[src/rtl/uut_vector_sequencer.sv]
// Streams a cipher test vector in from the SD reader, runs the UUT once with a cycle budget,
// and streams a fixed 21-byte result frame back out for write-back.
module uut_vector_sequencer #(
  parameter int RST_CYCLES = 4,
  parameter int TIMEOUT    = 4096,
  parameter int CNT_WIDTH  = 32
) (
  input  logic         clk,
  input  logic         rst,
  input  logic [7:0]   in_byte,
  input  logic         in_valid,
  output logic         in_ready,
  output logic [7:0]   out_byte,
  output logic         out_valid,
  input  logic         out_ready,
  output logic         rst_uut,
  output logic [127:0] block_i_uut,
  output logic [127:0] key_uut,
  output logic         encdec_uut,
  input  logic [127:0] block_o_uut,
  input  logic         end_signal_uut,
  output logic         busy,
  output logic         timeout
);

  localparam int RW = $clog2(RST_CYCLES + 1);
  localparam logic [RW-1:0]        RST_LAST = RW'(RST_CYCLES - 1);
  localparam logic [CNT_WIDTH-1:0] CNT_MAX  = CNT_WIDTH'(TIMEOUT);

  typedef enum logic [1:0] {LOAD, UUT_RST, RUN, SEND} state_t;

  state_t               state;
  logic [5:0]           idx;
  logic [RW-1:0]        rst_cnt;
  logic [CNT_WIDTH-1:0] cnt;
  logic [CNT_WIDTH-1:0] cnt_next;
  logic [31:0]          cnt32;
  logic [167:0]         frame;

  assign cnt_next  = cnt + CNT_WIDTH'(1);
  assign cnt32     = 32'(cnt_next);
  assign rst_uut   = (state != RUN);
  assign busy      = (state != LOAD);
  assign out_valid = (state == SEND);
  assign out_byte  = frame[167:160];

  // The frame register holds status, result and count and shifts out MSB first.
  always_ff @(posedge clk or negedge rst) begin
    if (!rst) begin
      state       <= LOAD;
      idx         <= '0;
      rst_cnt     <= '0;
      cnt         <= '0;
      frame       <= '0;
      in_ready    <= 1'b0;
      key_uut     <= '0;
      block_i_uut <= '0;
      encdec_uut  <= 1'b0;
      timeout     <= 1'b0;
    end else begin
      case (state)
        LOAD: begin
          in_ready <= 1'b1;
          if (in_valid && in_ready) begin
            if (idx == 6'd0)
              encdec_uut <= in_byte[0];
            else if (idx <= 6'd16)
              key_uut <= {key_uut[119:0], in_byte};
            else
              block_i_uut <= {block_i_uut[119:0], in_byte};
            if (idx == 6'd32) begin
              idx      <= '0;
              in_ready <= 1'b0;
              rst_cnt  <= '0;
              cnt      <= '0;
              state    <= UUT_RST;
            end else begin
              idx <= idx + 6'd1;
            end
          end
        end
        UUT_RST: begin
          if (rst_cnt == RST_LAST)
            state <= RUN;
          else
            rst_cnt <= rst_cnt + RW'(1);
        end
        RUN: begin
          cnt <= cnt_next;
          // Completion takes priority over a timeout landing on the same cycle.
          if (end_signal_uut) begin
            frame   <= {6'b0, encdec_uut, 1'b0, block_o_uut, cnt32};
            timeout <= 1'b0;
            idx     <= '0;
            state   <= SEND;
          end else if (cnt_next == CNT_MAX) begin
            frame   <= {6'b0, encdec_uut, 1'b1, 128'b0, cnt32};
            timeout <= 1'b1;
            idx     <= '0;
            state   <= SEND;
          end
        end
        SEND: begin
          if (out_ready) begin
            frame <= {frame[159:0], 8'h00};
            if (idx == 6'd20) begin
              idx      <= '0;
              in_ready <= 1'b1;
              state    <= LOAD;
            end else begin
              idx <= idx + 6'd1;
            end
          end
        end
        default: state <= LOAD;
      endcase
    end
  end

endmodule

[config.mk]
export PLATFORM = sky130hd
export DESIGN_NAME = uut_vector_sequencer
export DESIGN_NICKNAME = d
export VERILOG_FILES = /design/src/rtl/uut_vector_sequencer.sv
export SDC_FILE = /design/constraint.sdc
export NUM_CORES = 1
export LEC_CHECK = 0
export ABC_AREA = 0
export ABC_CLOCK_PERIOD_IN_PS = 4600
export BUFFER_PORTS_ARGS = -buffer_cell sky130_fd_sc_hd__buf_4
export CORE_UTILIZATION = 60
export DETAILED_ROUTE_END_ITERATION = 10
export PLACE_DENSITY = 0.9
export SLEW_MARGIN = 20
export SYNTH_ARGS = -nofsm -noshare
export SYNTH_HDL_FRONTEND = slang
export SYNTH_SLANG_ARGS = --single-unit
export TNS_END_PERCENT = 20
[constraint.sdc]
create_clock -name clk -period 4.6 [get_ports clk]
set_input_delay 0.46 -clock clk [delete_from_list [all_inputs] [get_ports clk]]
set_output_delay 0.46 -clock clk [all_outputs]
set_load 0.03 [all_outputs]
==> reports/results.tsv <==
metric	value	unit
status	finished, final reports clean	
drtIter0Drc	1379	
ys_warn_count	0	
placementRows	67	
core_area	0.0336	mm²
die_x	187	µm
antenna_found_initial	3	
cp-end-kind	register	
synth_edf_count	0	
r2r_cells	11	
setup_tns	0	ns
clk_pin_slew	0.06	ns
nets	2193	
first_pass_iters	6	
r2r_setup_slack	0.37	ns
hold_path_end	timeout	
design_area	0.0253	mm²
ir_worst_vdd	0.619	mV
vias	15900	
cp_top_family	simple AND/OR/NAND/NOR gates	
cp.required	5.09	ns
grt_pass1_vias	16200	
grt_pass1_wl	91.0	mm
netlist_area	0.0205	mm²
critPathSlowestCell	dfrtp_1	
maxCapViolCount	0	
cts_root_buffer	clkbuf_16	
ys_types	64	
gr-total-overflow	0	
placed_cells	2440	
fmax	237	MHz
fin_crit	4.23	ns
synthCells	1710	
cts_made_buffers	47	
hold_violations	0	
totalWireLength	58.3	mm
drtAntennaViolNets	0	
die-area	0.0350	mm²
finalMaxSlewViolations	0	
syn_nets	1861	
skew	0.0189	ns
cts_tree	done	
crit_arrival	4.72	ns
post_cts_resized	0	
critical_path_class	reg2reg	
setup_viol	0	
drc_errors	0	
synth_common_cells	470 x dfrtp_1, 287 x mux2_2, 276 x a21oi_1	
io_pins	411	
globalplace.congestion	0.911	
timing.rr.end	frame[69]	
async_reset_ff_share	100	%
holdCritPathClass	in2reg	
synth_area_leaders	dfrtp_1 57%, mux2_2 16%, a21oi_1 6.7%, a22oi_1 4.7%, clkbuf_1 1.8%	
ys_seq_elements	470	
total_power	18.4	mW
cts_hold_buffers	1	
synth_top_area_share	57.3	%
start_util	61.1	%
portBuffers	410	
cts-htree-levels	2	
rsz0062_at_grt	false	
tightest_slew	1.04	ns
critPathBufInv	2	
viasPerCell	6.28	
seq_area_frac_synth	57.3	%
fin_ws	0.372	ns
utilization	75.4	%
postSynthAreaPerCell	12.0	µm²
postCtsSetupRepairBufs	0	
area_delta_synth_final	23.5	%
yosysMostFrequentCell	dfrtp_1	
wl_per_cell	23.1	µm
worstSetupStartpointType	register	
dpl_cell_area	0.0238	mm²
cts.sinks	470	
critical-path-max-stage-delay	0.51	ns
reg2reg_from	cnt[0]	
clk_latency	0.56	ns
holdWs	0.103	ns
grt_max_degree	130	
holdPathStages	2	
ctsLongestPathBuffers	3	
die_y	187	µm
yosys.area.top_type	dfrtp_1	
hp-start	end_signal_uut	
slew_headroom	29.2	%
dp_hpwl	36.7	mm
critical_path.cell_chain	ha_1 -> and4_1 -> nand4_1 -> nor4_1 -> xnor2_1 -> nand4_1 -> o311ai_4 -> buf_12 -> buf_4 -> a21oi_1 -> a21oi_1	
path_max_fanout	100	
final_cells	2525	
ys.flop_type	dfrtp_1	
power_density	726	mW/mm²
grtUsageTotal	33.0	%
dpl_worst_slack	0.541	ns
finalCritPeriodShare	91.9	%
p_leak	11.9	nW
final_layout_size_suffix_gt1_share	39.0	%
-- where the power goes --
part           total (mW)  internal [mW]  switching, mW  leakage (nW)
sequential           6.78           5.60           1.19          5.98
clock                3.93           2.29           1.64         0.768
combinational        7.69           2.98           4.70          5.13
total                18.4           10.9           7.53          11.9
-- final cells by class --
cell class	count	area, µm²
inverters	18	67.6
clock inverters	13	190
diodes	2	5.00
clock buffers	69	1370
well taps	448	561
flip-flops and latches	470	11800
multi-input cells	1073	8050
fillers	2024	8270
repair buffers	432	3340
-- per-layer routing --
| metal | up-vias | GRT usage (%) | part of all wire (%) |
|---|---|---|---|
| li1 | 6912 | - | - |
| met1 | 7975 | 40.6 | 37 |
| met2 | 789 | 55.7 | 50 |
| met3 | 174 | 8.27 | 8.5 |
| met4 | 2 | 13.7 | 4.2 |
| met5 | - | 0 | 0.022 |
-- worst max path at each step --
stage,start,to,cells past startpoint
2_1_floorplan,cnt[0],state[1],12
3_3_place_gp,cnt[0],frame[75],11
3_5_place_dp,cnt[0],frame[96],11
4_1_cts,cnt[0],frame[94],11
5_1_grt,cnt[0],frame[69],11
6_report,cnt[0],frame[69],11
-- state kept, by name (all words and copies together), names as in the netlist --
name / cells
idx: 6
cnt: 32
state: 2
timeout: 1
frame: 168
encdec_uut: 1
block_i_uut: 128
key_uut: 128
in_ready: 1
rst_cnt: 3
-- cell usage in the layout, fill, tap and decap left out, types with 12 or more instances in the layout --
cell type | netlist | layout
dfrtp_1 | 470 | 470
nand4_1 | 18 | 18
buf_4 | 24 | 423
nand2_1 | 76 | 75
a21oi_1 | 276 | 276
a22oi_1 | 128 | 128
nand3_1 | 23 | 23
mux2_2 | 287 | 287
inv_1 | 18 | 18
nor2_1 | 35 | 33
clkbuf_16 | 0 | 48
xnor2_1 | 16 | 16
a22o_1 | 12 | 12
clkbuf_1 | 97 | 12
xor2_1 | 12 | 12
o21ai_0 | 59 | 59
-- kinds of logic (layout without fill, tap and decap cells) --
group                    Yosys count  after routing  synth area share [%]
buffers and inverters            167            532                  3.75
AND/OR/NAND/NOR                  209            209                  5.25
AO/OA/AOI/OAI                    532            532                  15.8
adder cells (fa/ha/maj)           10             10                 0.610
multiplexers                     294            294                  16.1
flip-flops                       470            470                  57.3
XOR/XNOR                          28             28                  1.19
other                              0              2                     0
(Power assumes the default switching activity.)
